### config.mk
export PLATFORM = sky130hd
export DESIGN_NAME = video_timing_gen
export DESIGN_NICKNAME = d
export VERILOG_FILES = /design/src/rtl/video_timing_gen_pkg.sv /design/src/rtl/video_timing_gen_sync_pulse.sv /design/src/rtl/video_timing_gen.sv
export SDC_FILE = /design/constraint.sdc
export NUM_CORES = 1
export LEC_CHECK = 0
export BUFFER_PORTS_ARGS = -buffer_cell sky130_fd_sc_hd__clkbuf_2
export CAP_MARGIN = 20
export CORE_UTILIZATION = 40
export DETAILED_ROUTE_END_ITERATION = 10
export HOLD_SLACK_MARGIN = 0.08
export PLACE_DENSITY = 0.58
export SETUP_SLACK_MARGIN = 0.5
export SLEW_MARGIN = 20
export SYNTH_ARGS = -nofsm -noshare
export SYNTH_HDL_FRONTEND = slang
export SYNTH_SLANG_ARGS = --single-unit
### constraint.sdc
create_clock -name clk -period 2.9 [get_ports clk]
set_clock_uncertainty 0.05 [all_clocks]
set_input_delay 0.58 -clock clk [delete_from_list [all_inputs] [get_ports clk]]
set_output_delay 0.58 -clock clk [all_outputs]
set_load 0.03 [all_outputs]
### src/rtl/video_timing_gen_pkg.sv
// Shared width, default raster timing and the wrapped sync-position helper
// for the video timing generator.
package video_timing_gen_pkg;

  localparam int CNTW     = 10;
  localparam int HTOTAL   = 384;
  localparam int HB_START = 256;
  localparam int HB_END   = 0;
  localparam int HS_START = 288;
  localparam int HS_LEN   = 32;
  localparam int VTOTAL   = 262;
  localparam int VB_START = 240;
  localparam int VB_END   = 0;
  localparam int VS_START = 244;
  localparam int VS_LEN   = 4;

  // base + sext(off), folded back into 0..total-1 with one add or subtract.
  function automatic logic [CNTW-1:0] wrap_pos(
    input logic [CNTW-1:0] base,
    input logic [3:0]      off,
    input logic [CNTW-1:0] total
  );
    logic signed [CNTW:0] sum;
    logic signed [CNTW:0] tot;
    tot = $signed({1'b0, total});
    sum = $signed({1'b0, base}) + $signed({{(CNTW-3){off[3]}}, off});
    if (sum < 0)
      sum = sum + tot;
    else if (sum >= tot)
      sum = sum - tot;
    return sum[CNTW-1:0];
  endfunction

endpackage

### src/rtl/video_timing_gen_sync_pulse.sv
// Registered sync pulse: starts on a match and stays high for len steps,
// ignoring further matches until the current pulse has finished.
module sync_pulse
  import video_timing_gen_pkg::*;
#(
  parameter int CNTW_P = video_timing_gen_pkg::CNTW
) (
  input  logic              clk,
  input  logic              rst,
  input  logic              step,
  input  logic              start,
  input  logic [CNTW_P-1:0] len,
  output logic              pulse
);

  logic              pulse_reg;
  logic [CNTW_P-1:0] hold_reg;

  always_ff @(posedge clk or posedge rst) begin
    if (rst) begin
      pulse_reg <= 1'b0;
      hold_reg  <= '0;
    end else if (step) begin
      if (pulse_reg && hold_reg != '0) begin
        hold_reg <= hold_reg - CNTW_P'(1);
      end else if (start) begin
        pulse_reg <= 1'b1;
        hold_reg  <= len - CNTW_P'(1);
      end else begin
        pulse_reg <= 1'b0;
      end
    end
  end

  assign pulse = pulse_reg;

endmodule

### src/rtl/video_timing_gen.sv
// Free-running raster counter with blanking, trimmable sync and a frame
// marker; every output is registered from the next counter value.
module video_timing_gen
  import video_timing_gen_pkg::*;
#(
  parameter int CNTW     = video_timing_gen_pkg::CNTW,
  parameter int HTOTAL   = video_timing_gen_pkg::HTOTAL,
  parameter int HB_START = video_timing_gen_pkg::HB_START,
  parameter int HB_END   = video_timing_gen_pkg::HB_END,
  parameter int HS_START = video_timing_gen_pkg::HS_START,
  parameter int HS_LEN   = video_timing_gen_pkg::HS_LEN,
  parameter int VTOTAL   = video_timing_gen_pkg::VTOTAL,
  parameter int VB_START = video_timing_gen_pkg::VB_START,
  parameter int VB_END   = video_timing_gen_pkg::VB_END,
  parameter int VS_START = video_timing_gen_pkg::VS_START,
  parameter int VS_LEN   = video_timing_gen_pkg::VS_LEN
) (
  input  logic            clk,
  input  logic            rst,
  input  logic            pxl_cen,
  input  logic [3:0]      hoffset,
  input  logic [3:0]      voffset,
  output logic [CNTW-1:0] hcnt,
  output logic [CNTW-1:0] vcnt,
  output logic            LHBL,
  output logic            LVBL,
  output logic            hs,
  output logic            vs,
  output logic            frame_start
);

  localparam logic [CNTW-1:0] HT_C   = CNTW'(HTOTAL);
  localparam logic [CNTW-1:0] VT_C   = CNTW'(VTOTAL);
  localparam logic [CNTW-1:0] HT_M1  = CNTW'(HTOTAL - 1);
  localparam logic [CNTW-1:0] VT_M1  = CNTW'(VTOTAL - 1);
  localparam logic [CNTW-1:0] HBS_C  = CNTW'(HB_START);
  localparam logic [CNTW-1:0] HBE_C  = CNTW'(HB_END);
  localparam logic [CNTW-1:0] VBS_C  = CNTW'(VB_START);
  localparam logic [CNTW-1:0] VBE_C  = CNTW'(VB_END);
  localparam logic [CNTW-1:0] HSS_C  = CNTW'(HS_START);
  localparam logic [CNTW-1:0] VSS_C  = CNTW'(VS_START);
  localparam logic [CNTW-1:0] HSL_C  = CNTW'(HS_LEN);
  localparam logic [CNTW-1:0] VSL_C  = CNTW'(VS_LEN);

  logic [CNTW-1:0] hcnt_reg, hcnt_next;
  logic [CNTW-1:0] vcnt_reg, vcnt_next;
  logic [CNTW-1:0] hs_pos_reg, hs_pos_next;
  logic [CNTW-1:0] vs_pos_reg, vs_pos_next;
  logic            lhbl_reg, lvbl_reg, frame_start_reg;
  logic            line_wrap, frame_wrap, hs_match;

  always_comb begin
    line_wrap   = (hcnt_reg == HT_M1);
    frame_wrap  = line_wrap && (vcnt_reg == VT_M1);
    hcnt_next   = line_wrap ? '0 : hcnt_reg + CNTW'(1);
    vcnt_next   = vcnt_reg;
    if (line_wrap)
      vcnt_next = (vcnt_reg == VT_M1) ? '0 : vcnt_reg + CNTW'(1);
    hs_pos_next = wrap_pos(HSS_C, hoffset, HT_C);
    vs_pos_next = wrap_pos(VSS_C, voffset, VT_C);
    hs_match    = (hcnt_next == hs_pos_reg);
  end

  always_ff @(posedge clk or posedge rst) begin
    if (rst) begin
      hcnt_reg        <= '0;
      vcnt_reg        <= '0;
      lhbl_reg        <= 1'b0;
      lvbl_reg        <= 1'b0;
      frame_start_reg <= 1'b0;
      hs_pos_reg      <= HSS_C;
      vs_pos_reg      <= VSS_C;
    end else if (pxl_cen) begin
      hcnt_reg        <= hcnt_next;
      vcnt_reg        <= vcnt_next;
      lhbl_reg        <= (hcnt_next >= HBE_C) && (hcnt_next < HBS_C);
      lvbl_reg        <= (vcnt_next >= VBE_C) && (vcnt_next < VBS_C);
      frame_start_reg <= (hcnt_next == '0) && (vcnt_next == '0);
      // Offsets only move sync at the frame boundary so no line or frame tears.
      if (frame_wrap) begin
        hs_pos_reg <= hs_pos_next;
        vs_pos_reg <= vs_pos_next;
      end
    end
  end

  // Index 0 is HS (steps every pixel), index 1 is VS (steps on each HS start).
  logic            sp_step  [2];
  logic            sp_start [2];
  logic [CNTW-1:0] sp_len   [2];
  logic            sp_pulse [2];

  assign sp_step[0]  = pxl_cen;
  assign sp_start[0] = hs_match;
  assign sp_len[0]   = HSL_C;
  assign sp_step[1]  = pxl_cen && hs_match;
  assign sp_start[1] = (vcnt_next == vs_pos_reg);
  assign sp_len[1]   = VSL_C;

  genvar gi;
  generate
    for (gi = 0; gi < 2; gi++) begin : g_sync
      sync_pulse #(.CNTW_P(CNTW)) u_sync_pulse (
        .clk   (clk),
        .rst   (rst),
        .step  (sp_step[gi]),
        .start (sp_start[gi]),
        .len   (sp_len[gi]),
        .pulse (sp_pulse[gi])
      );
    end
  endgenerate

  assign hcnt        = hcnt_reg;
  assign vcnt        = vcnt_reg;
  assign LHBL        = lhbl_reg;
  assign LVBL        = lvbl_reg;
  assign hs          = sp_pulse[0];
  assign vs          = sp_pulse[1];
  assign frame_start = frame_start_reg;

  // Elaboration-constant legality checks, evaluated in simulation only.
  always_ff @(posedge clk) begin
    assert (HB_END < HB_START) else $error("video_timing_gen: HB_END must be below HB_START");
    assert (VB_END < VB_START) else $error("video_timing_gen: VB_END must be below VB_START");
    assert (HS_LEN >= 1 && HS_LEN <= HTOTAL - 1) else $error("video_timing_gen: HS_LEN out of range");
    assert (VS_LEN >= 1 && VS_LEN <= VTOTAL - 1) else $error("video_timing_gen: VS_LEN out of range");
    assert (HTOTAL < (1 << CNTW) && VTOTAL < (1 << CNTW)) else $error("video_timing_gen: totals exceed CNTW");
  end

endmodule

---- Word-level counts from Yosys, hierarchy flattened ----
Index checks and enable logic that the tools add are counted.
word-level totals
  word-level logic and storage cells ...... 66
  bits in latches ......................... 0
  input port bits ......................... 11
  register bits after elaboration ......... 65
  memories kept ........................... 0
  bits in writable memories ............... 0
  memory bits (read-only) ................. 0
cells by class
  bitwise logic cells ..................... 2
  $mul .................................... 0
  add/subtract/negate cells ............... 10
  muxes and demuxes ....................... 13
  shifts and indexed selects .............. 0
  reductions and logical operators ........ 18
  divide/modulo/power cells ............... 0
  equal/unequal tests ..................... 4
  $lt $le $gt $ge ......................... 8
operators by type and width
  kind                    number
  $mux 10                 11
  $add 10x1->10 const B   2
  $add 10x10->10 const B  2
  $eq 10x10->1            2
  $eq 10x9->1 const B     2
  $ge 10x1->1 const B     2
  $logic_not 10->1        2
  $reduce_bool 10->1      2
  $sub 10x1->10 const B   2
  $sub 10x10->10 const B  2
  $add 10x4->11 const A   1
  $ge 11x10->1 const B    1
  $lt 11x1->1 const B     1
  $add 9x4->10 const A    1
  $ge 10x10->1 const B    1
  $lt 10x1->1 const B     1
  $lt 10x8->1 const B     1
  $lt 10x9->1 const B     1
  $reduce_and 2->1        5
  $logic_and 1x1->1       7
  $reduce_bool 2->1       2
  $mux 1                  2
  $not 1->1               2

---- Logic depth before layout (Yosys ltp) ----
Gate-level depths: netlist (run 1).
  depth after elaboration ................. 6
  gate-level depth with buffers ........... 11
  depth with buffers taken out ............ 9

---- Hierarchy ----
Synthesis (run 1) repeated with hierarchy kept, for this count alone.
second synthesis, totals
  cell total of the unflattened synthesis .. 561
  area total of the unflattened synthesis .. 4,770.8 um2
by module, submodules not included
  module            sequential area each (um2)  cells an instance  area each (um2)  times used
  video_timing_gen  882.1                       291                2,591.2          1
  sync_pulse        275.3                       135                1,089.8          2

---- Least setup slack after synthesis (run 1) ----
OpenSTA, ideal clock, no wires.
  kind .................................... flip-flop to flip-flop
  from .................................... reg hcnt_reg[7], in the netlist hcnt[7]
  to ...................................... reg g_sync[1].u_sync_pulse.hold_reg[3]
  stages on the path, launching flop included .. 12
  path slack .............................. -479 ps
  period minus slack after synthesis ...... 3,379 ps
  setup time .............................. 120 ps
  data arrival time ....................... 3,209 ps
  buffers on the path ..................... 4
  required time ........................... 2,730 ps
  cells stage by stage .................... dfrtp_1 -> buf_4 -> or3b_1 -> buf_6 -> or4_1 -> buf_2 -> xnor2_1 -> xor2_1 -> or4_4 -> or2_0 -> buf_2 -> a31o_1
on the way
  cells in the longest elaborated chain, start to end .. 5
  elaborated cells between the ends (all ways) .. 9
RTL lines
  element                                                 RTL line                                        RTL
  from (decl)                                             video_timing_gen.sv:45                          logic [CNTW-1:0] hcnt_reg, hcnt_next;
  from (signal assigned)                                  video_timing_gen.sv:74                          hcnt_reg <= hcnt_next;
  $add 10x1->10 or $eq 10x9->1 (tied branches)            video_timing_gen.sv:55, video_timing_gen.sv:53
  $mux 10, on equally long branches                       video_timing_gen.sv:55, video_timing_gen.sv:57
  $eq 10x10->1, on equally long branches                  video_timing_gen.sv:61, video_timing_gen.sv:97
  $logic_and 1x1->1 or $reduce_bool 2->1 (tied branches)  n/a
  $reduce_and 2->1 (no source line) *                     n/a
  to (signal assigned)                                    video_timing_gen_sync_pulse.sv:25               hold_reg <= hold_reg - CNTW_P'(1);
  to (signal assigned)                                    video_timing_gen_sync_pulse.sv:28               hold_reg <= len - CNTW_P'(1);
  to (decl)                                               video_timing_gen_sync_pulse.sv:17               logic [CNTW_P-1:0] hold_reg;
Mark *: on every way between the ends. The rest lies on a longest branch, timed or not.
A chain may end at the register's enable or synchronous reset.

---- Worst setup path after layout (run 1) ----
  from .................................... reg hcnt_reg[7], in the netlist hcnt[7]
  to ...................................... reg g_sync[1].u_sync_pulse.hold_reg[4]
The elaborated chain is that of the path after synthesis.

==> reports/results.ini, run 1 <==
[die]
die_h_um = 100
start_util = 0.415
boundaryPins = 36
fp.dieW_um = 100
dieArea_um2 = 10000
core_um2 = 9280
rows = 35

[synthesis]
synth_seq_cells = 57
synth_cells = 433
ys_dominant_reg_cell = dfrtp_1
ys.warnings.count = 0
synth_edf_count = 0
yosysTopAreaCell = dfrtp_1
synth_area_leaders = dfrtp_1, o21ai_0, dfstp_2
synth_top_area_share = 0.337
netlist_area_um2 = 3860
synth.avg_cell_area_um2 = 8.91
synthArstFlopShare = 1.00
synth.distinct_cells = 74
synth_nets = 453
synthTopCellsByCount = dfrtp_1, o21ai_0, nand2_1
ys_seq_area_frac = 0.371
synth.most_common_cell = dfrtp_1

[place]
post_dp_cell_area_um2 = 4510
gp_congestion = 0.841
portBuffers = 35
dp_hpwl_mm = 7.64

[timing]
worst_slew_pin_slew_ns = 0.724
fin_crit_ns = 2.78
setup_violations = 0
finalHoldViolations = 0
fin_crit_sh = 0.958
rsz0062_at_grt = true
max_slew_margin = 0.517
fin_hold_ws_ns = 0.269
fmax_mhz = 360
slew_viol_final = 0

[worst_setup_path]
worst-path-buf-inv = 1
path_class = register to register
cp-start-kind = register
worst-path-max-fanout = 6
cp_slowest_cell = or4_4
worstRegToRegCells = 8
cp.depth = 8
cp_cell_sequence = or3b_4 > or4_4 > buf_6 > nor3_4 > o2111ai_2 > or4_4 > or2_4 > a31o_1
slowest_delay_ns = 0.48
arrival_ns = 2.97
required_ns = 3.09
critPathTopFamily = simple AND/OR/NAND/NOR gates
cp_common_cell = or4_4
endpoint_kind = register

[routing]
drc = 0
wl_per_cell_um = 16.7
dr.first_iter.drc_count = 135
routed_wl_mm = 10.8
detail_route.vias_per_cell = 5.78
first_pass_iters = 5
antenna_left = 0
vias = 3744

[clock_network]
numCtsBuffers = 9
cts_num_sinks = 57
clkLatencyLatePin_ns = 0.35
clkSlewWorstSetupHoldPaths_ns = 0.07
htreeDepth = 3
cts_tree = done
cts_hold_buf = 0
clockBufferDepth = 2
ctsRootBufferMaster = clkbuf_8

[finish]
largest_reg_flops = 20
drive_gt1_frac = 0.387
area_delta_synth_final_pct = 33.1
post-route-util = 0.553
fin_area_um2 = 5130
antenna_cells = 0
num-nets-final = 534

[grt]
grt_pass1_wl_mm = 18.0
antenna_found_initial = 0
grt_pass1_vias = 3592
grt_max_degree = 34
grt-ovfl-total = 0
track_usage = 0.231

[min_path]
hp-class = input pin to asynchronous set/reset pin

[power]
cellPowerDensity_nw_per_um2 = 519
power_leakage_nw = 2.20
report.power.total_mw = 2.66
ir_worst_vdd_v = 0.000476

[run]
max_cap_violations = 0

[run_status]
status = finished clean

-- cell type report --
type                       instances  area (um2)
multi-input combinational        330        2570
inverter                          20        75.1
timing repair buffer              96         688
fill                             868        4150
sequential                        57        1440
clock buffer                      10         138
tap                              129         161
clock inverter                     6        57.6
-- placed cells by master (no fill, tap or decap), drive strengths merged, types with 5 or more instances in the layout --
| cell type | instances |
|---|---|
| nand3 | 22 |
| o21ai | 35 |
| a31o | 5 |
| or3 | 21 |
| ha | 9 |
| clkbuf | 45 |
| nand2 | 31 |
| inv | 20 |
| dfstp | 5 |
| or4 | 8 |
| nand4 | 11 |
| and2 | 5 |
| o31ai | 8 |
| or3b | 5 |
| nor2b | 6 |
| dfrtp | 52 |
| o211ai | 10 |
| buf | 61 |
| mux2i | 5 |
| xnor2 | 9 |
| xor2 | 12 |
| mux2 | 8 |
| nor2 | 22 |
| nor3 | 14 |
| a21oi | 14 |
| or2 | 5 |
-- what timing repair did --
item,CTS,global route
buffers inserted,17,1
gates resized for setup,56,12
endpoints found under the setup margin,24,31
cloned,1,0
pin swaps,32,13
-- report_power, final --
part / internal (mW) / total, mW / switching (mW)
sequential: 0.853 / 0.902 / 0.0488
combinational: 0.405 / 0.996 / 0.592
clock: 0.414 / 0.765 / 0.352
-- stage by stage --
step | std cells | TNS (ns) | setup slack [ns]
final | 648 | 0 | 0.122
after global routing | 648 | 0 | 0.0499
after CTS | 647 | 0 | 0.114
after detailed placement | 613 | -0.0714 | -0.0193
after global placement | 613 | 0 | 0.0317
after floorplan | 433 | -1.78 | -0.274
-- layer usage --
| metal | GRT usage | part of all wire |
|---|---|---|
| met3 | 0.0376 | 0.035 |
| met2 | 0.379 | 0.50 |
| met5 | 0 | 0 |
| met4 | 0.0981 | 0.019 |
| met1 | 0.303 | 0.45 |
-- logic make-up after synthesis --
group	after synthesis	share of synthesized area
multiplexers	13	0.0363
flip-flops	57	0.371
buffers and inverters	47	0.0551
XOR/XNOR	21	0.0477
AO/OA/AOI/OAI	114	0.204
adder cells (fa/ha/maj)	9	0.0292
AND/OR/NAND/NOR	172	0.256
-- worst register-to-register path: stages (launching register included) --
cell and delay (ns):
dfrtp_2 0.41, or3b_4 0.42, or4_4 0.48, buf_6 0.16, nor3_4 0.13, o2111ai_2 0.11
or4_4 0.45, or2_4 0.28, a31o_1 0.18
-- final timing paths --
kind | start | to | slack [ns]
max in group asynchronous | rst | hcnt[8] | 1.92
min reg2reg | vs_pos_reg[4] | vs_pos_reg[4] | 0.44
min in group clk | hoffset[3] | hs_pos_reg[5] | 0.35
min | rst | g_sync[0].u_sync_pulse.hold_reg[2] | 0.27
max reg2reg | hcnt[7] | g_sync[1].u_sync_pulse.hold_reg[4] | 0.12
max | hcnt[7] | g_sync[1].u_sync_pulse.hold_reg[4] | 0.12
Power figures use the tool's default switching activity.
==> inputs of run 2 (changes only) <==
- CTS_CLUSTER_DIAMETER: unset -> 40
- RECOVER_POWER: unset -> 25
==> reports/results.ini, run 2 (synthesis results as in run 1) <==
[finish]
drive_gt1_frac = 0.385  ; -0.00193
antenna_cells = 0  ; unchanged
final_cell_mix = buf_4, dfrtp_1, clkbuf_2, nand2_1, o21ai_0
mostFrequentLayoutCell = buf_4
largest_reg_flops = 20  ; unchanged
num-nets-final = 534  ; unchanged
area_delta_synth_final_pct = 33.1  ; unchanged
fin_area_um2 = 5130  ; unchanged
nFillCells = 868  ; unchanged

[grt]
grt_max_degree = 34  ; unchanged
grt_pass1_vias = 3592  ; unchanged
antenna_found_initial = 0  ; unchanged
grt_pass1_wl_mm = 18.0  ; unchanged
track_usage = 0.231  ; unchanged
grt-ovfl-total = 0  ; unchanged

[clock_network]
numCtsBuffers = 9  ; unchanged
clockBufferDepth = 2  ; unchanged
htreeDepth = 3  ; unchanged
clkLatencyLatePin_ns = 0.35  ; about the same
cts_num_sinks = 57  ; unchanged
cts_tree = done
ctsRootBufferMaster = clkbuf_8
clkSlewWorstSetupHoldPaths_ns = 0.07  ; about the same

[timing]
worst_slew_pin_slew_ns = 1.30  ; +0.580 ns
rsz0062_at_grt = true
final.setup.tns_ns = 0  ; unchanged
finalHoldViolations = 0  ; unchanged
slew_viol_final = 0  ; unchanged
setup_violations = 0  ; unchanged
fin_hold_ws_ns = 0.348  ; +0.0786 ns
fin_crit_ns = 2.78  ; unchanged
fmax_mhz = 360  ; unchanged
max_slew_margin = 0.130  ; -0.387
fin_crit_sh = 0.958  ; unchanged

[routing]
first_pass_iters = 5  ; unchanged
wl_per_cell_um = 16.7  ; about the same
routed_wl_mm = 10.8  ; about the same
antenna_left = 0  ; unchanged
drc = 0  ; unchanged
vias = 3743  ; -0.027%
detail_route.vias_per_cell = 5.78  ; about the same
dr.first_iter.drc_count = 135  ; unchanged

[worst_setup_path]
rr_startpoint = hcnt[7]
cp_common_cell = or4_4
cp_slowest_cell = or4_4
required_ns = 3.09  ; about the same
worst-r2r-setup-slack_ns = 0.12  ; about the same
worst-path-max-fanout = 6  ; unchanged
reg2reg_to = g_sync[1].u_sync_pulse.hold_reg[4]
cp-start-kind = register
path_class = register to register
endpoint_kind = register
worstRegToRegCells = 8  ; unchanged
slowest_delay_ns = 0.48  ; about the same
arrival_ns = 2.97  ; about the same
cp_cell_sequence = or3b_4 > or4_4 > buf_6 > nor3_4 > o2111ai_2 > or4_4 > or2_4 > a31o_1

[power]
cellPowerDensity_nw_per_um2 = 519  ; about the same
power_leakage_nw = 2.20  ; about the same
ir_worst_vdd_v = 0.000476  ; unchanged

[die]
dieArea_um2 = 10000  ; unchanged
die_h_um = 100  ; unchanged
rows = 35  ; unchanged
boundaryPins = 36  ; unchanged
fp.dieW_um = 100  ; unchanged
start_util = 0.415  ; unchanged
core_um2 = 9280  ; unchanged

[place]
post_dp_cell_area_um2 = 4510  ; unchanged
portBuffers = 35  ; unchanged
dp_hpwl_mm = 7.64  ; unchanged
gp_congestion = 0.841  ; unchanged

[run_status]
status = finished clean

[run]
max_cap_violations = 0  ; unchanged

[min_path]
hp-class = input pin to register
hp-start = hoffset[3]
hold_end = hs_pos_reg[5]
whs_path_depth = 2

==> run 2: cell count changes in the layout (fill, tap and decap cells not counted) <==
cell	delta
inv_2	-1
inv_1	+1
==> run 2: worst max path at each step <==
stage / cells after the start / endpoint / startpoint
finish: 8 / g_sync[1].u_sync_pulse.hold_reg[4] / hcnt[7]
global route: 8 / g_sync[1].u_sync_pulse.hold_reg[4] / hcnt[7]
CTS: 7 / g_sync[1].u_sync_pulse.hold_reg[4] / hcnt[7]
detailed placement: 7 / g_sync[1].u_sync_pulse.hold_reg[5] / vcnt[9]
global placement: 7 / g_sync[1].u_sync_pulse.hold_reg[4] / vcnt[9]
floorplan: 11 / g_sync[1].u_sync_pulse.hold_reg[3] / hcnt[7]
==> run 2: through the flow <==
| stage | utilization | cells | worst slack [ns] | power (mW) |
|---|---|---|---|---|
| global placement | 0.486 | 613 | 0.0317 | 1.78 |
| CTS | 0.546 | 647 | 0.114 | 2.65 |
| finish | 0.553 | 648 | 0.122 | 2.66 |
| global route | 0.553 | 648 | 0.0499 | 2.79 |
| floorplan | - | 433 | -0.274 | 1.53 |
| detailed placement | 0.486 | 613 | -0.0193 | 1.79 |
==> run 2: metal layers <==
layer  wire length [um]  up-vias  global-route usage
met5                  0        -                   0
met4                201        0              0.0981
met3                380       14              0.0376
met2               5360       82               0.379
met1               4850     1862               0.303
li1                   -     1785                   -
==> run 2: worst max-delay path, delay by kind of cell (launching register included) <==
kind	cells	cell delay, ns
DFF	1	0.41
buffers and inverters	1	0.16
and+or+nand+nor	5	1.76
AOI/OAI and AO/OA	2	0.29
==> run 2: layout make-up <==
cell class	instances	area (um2)	share of cell area
inverters	20	75.1	0.0146
flip-flops and latches	57	1440	0.281
well taps	129	161	0.0314
multi-input cells	330	2570	0.501
repair buffers	96	688	0.134
clock inverters	6	57.6	0.0112
clock buffers	10	138	0.0268
==> run 2: where the power goes <==
group	total [mW]	leakage, nW	switching, mW	internal, mW
logic	0.996	1.42	0.592	0.405
registers	0.902	0.677	0.0488	0.853
clock network	0.765	0.102	0.352	0.414
==> run 2: timing repair <==
| action | in CTS | in global routing |
|---|---|---|
| pin swaps | 32 | 13 |
| resized for setup | 56 | 12 |
| hold buffers | 0 | 0 |
| endpoints found under the setup margin | 24 | 31 |
| cloned | 1 | 0 |
| setup buffers | 17 | 1 |
==> inputs of run 3 (changes only) <==
- CORE_ASPECT_RATIO: unset -> 0.9
- CORE_UTILIZATION: 40 -> 54
- PLACE_DENSITY: 0.58 -> 0.74
- TNS_END_PERCENT: unset -> 20
==> reports/results.ini, run 3 (synthesis results as in run 1) <==
[place]
dp_hpwl_mm = 7.37  ; -3.5%
portBuffers = 35  ; unchanged
gp_congestion = 0.902  ; +7.2%
post_dp_cell_area_um2 = 4460  ; -1.1%

[clock_network]
numCtsBuffers = 9  ; unchanged
htreeDepth = 3  ; unchanged
clockBufferDepth = 2  ; unchanged
cts_num_sinks = 57  ; unchanged
clkSlewWorstSetupHoldPaths_ns = 0.07  ; about the same
cts_tree = done
clkLatencyLatePin_ns = 0.34  ; about the same
cts_hold_buf = 0  ; unchanged
ctsRootBufferMaster = clkbuf_8

[worst_setup_path]
cp_slowest_cell = or4b_2
path_class = register to register
cp-start-kind = register
cp_cell_sequence = or4b_2 > buf_4 > nor3_4 > o211a_1 > o22ai_1 > or4_4 > or2_4 > a31o_1
slowest_delay_ns = 0.74  ; +0.26 ns
required_ns = 3.07  ; -0.02 ns
endpoint_kind = register
arrival_ns = 3.08  ; +0.11 ns
worst-path-max-fanout = 6  ; unchanged

[power]
power_leakage_nw = 2.19  ; -0.40%
cellPowerDensity_nw_per_um2 = 547  ; +5.4%
ir_worst_vdd_v = 0.000305  ; -36%

[run_status]
status = complete, but fails checks
violations = setup timing

[finish]
mostFrequentLayoutCell = buf_4
drive_gt1_frac = 0.378  ; -0.00724
largest_reg_flops = 20  ; unchanged
fin_area_um2 = 5090  ; -0.90%
nFillCells = 476  ; -45%
antenna_cells = 0  ; unchanged
multi_input_area_um2 = 2550  ; -0.68%
final_cell_mix = buf_4, dfrtp_1, clkbuf_2, nand2_1, o21ai_0
area_delta_synth_final_pct = 31.9
register_area_um2 = 1440  ; -0.17%
num-nets-final = 536  ; +0.37%

[timing]
finalHoldViolations = 0  ; unchanged
fin_crit_sh = 1.00  ; +0.0441
worst_slew_pin_slew_ns = 1.43  ; +0.131 ns
fmax_mhz = 344  ; -4.4%
slew_viol_final = 0  ; unchanged
max_slew_margin = 0.0440  ; -0.0864
fin_crit_ns = 2.91  ; +0.128 ns
rsz0062_at_grt = true
timing.final.ws_setup_ns = -0.00596  ; -0.128 ns
fin_hold_ws_ns = 0.152  ; -0.196 ns
setup_violations = 1  ; +1

[routing]
antenna_left = 0  ; unchanged
detail_route.vias_per_cell = 6.38  ; +11%
wl_per_cell_um = 18.3  ; +9.6%
drc = 0  ; unchanged
vias = 3901  ; +4.2%
first_pass_iters = 4  ; -1
routed_wl_mm = 11.2  ; +3.3%
dr.first_iter.drc_count = 325  ; +140%

[run]
max_cap_violations = 0  ; unchanged

[grt]
grt-ovfl-total = 0  ; unchanged
track_usage = 0.290  ; +0.0584
grt_pass1_wl_mm = 16.8  ; -6.7%
antenna_found_initial = 0  ; unchanged
grt_max_degree = 28  ; -18%
grt_pass1_vias = 3389  ; -5.7%

[die]
boundaryPins = 36  ; unchanged
dieArea_um2 = 7490  ; -25%
start_util = 0.573  ; +0.158
rows = 28  ; -20%
core_um2 = 6730  ; -28%
fp.dieW_um = 91.1  ; -9.1%
die_h_um = 82.2  ; -18%

[min_path]
hp-class = input pin to asynchronous set/reset pin

==> run 3: changes by cell type in the layout (fill, tap and decap cells not counted), moves of 3 or more <==
cell      before  now
clkinv_2       4    1
nand3_2        4    1
clkbuf_1       0    4
buf_6          8   12
nand3_1       17   21
or3_1         19   16
buf_4         51   48
==> run 3: path summary, 6_finish.rpt <==
kind                            slack, ns          start  cells after the start                                  to
worst max-delay path               -0.006        vcnt[9]                      8  g_sync[1].u_sync_pulse.hold_reg[4]
worst min-delay path                 0.15            rst                      2  g_sync[0].u_sync_pulse.hold_reg[9]
worst max register to register     -0.006        vcnt[9]                      8  g_sync[1].u_sync_pulse.hold_reg[4]
worst min register to register       0.44  vs_pos_reg[2]                      2                       vs_pos_reg[2]
max in group asynchronous            0.99            rst                      3                       vs_pos_reg[0]
min in group clk                     0.39     hoffset[3]                      2                       hs_pos_reg[5]
==> run 3: cell type report <==
type | instances | area share
Clock buffer | 14 | 0.0339
Clock inverter | 2 | 0.00688
Inverter | 20 | 0.0148
Multi-Input combinational cell | 330 | 0.502
Sequential cell | 57 | 0.283
Tap cell | 90 | 0.0221
Timing Repair Buffer | 98 | 0.137
==> run 3: critical path: cells and delay by family, from the launching register on <==
kind	cells	cell delay, ns
simple gates	4	1.72
compound gates	3	0.47
flops	1	0.37
buf+inv	1	0.19
==> run 3: per-layer routing <==
metal	routed length, um	GRT usage	part of all wire	vias up
met1	4840	0.410	0.43	1872
met2	5220	0.449	0.47	200
met3	860	0.0595	0.077	28
li1	-	-	-	1801
met4	235	0.0952	0.021	0
met5	0	0	0	-
==> run 3: per-stage QoR <==
step | worst slack [ns] | TNS (ns) | util | power (mW) | cells
3_3_place_gp | -0.0154 | -0.0608 | 0.664 | 1.77 | 583
3_5_place_dp | -0.0845 | -0.775 | 0.664 | 1.79 | 583
2_1_floorplan | -0.282 | -2.04 | - | 1.48 | 433
5_1_grt | -0.0865 | -0.457 | 0.757 | 2.91 | 611
6_report | -0.00596 | -0.00596 | 0.757 | 2.78 | 611
4_1_cts | 0.0447 | 0 | 0.704 | 2.58 | 601
==> run 3: repair_timing <==
action | 4_1_cts | 5_1_grt
endpoints found under the setup margin | 24 | 29
resized for setup | 11 | 73
setup buffers | 1 | 9
pin swaps | 1 | 32
hold endpoints to repair | 0 | 0
cloned | 1 | 1
==> run 3: where the power goes <==
group,internal (mW),switching (mW)
Combinational,0.451,0.653
Sequential,0.851,0.0476
Clock,0.467,0.314
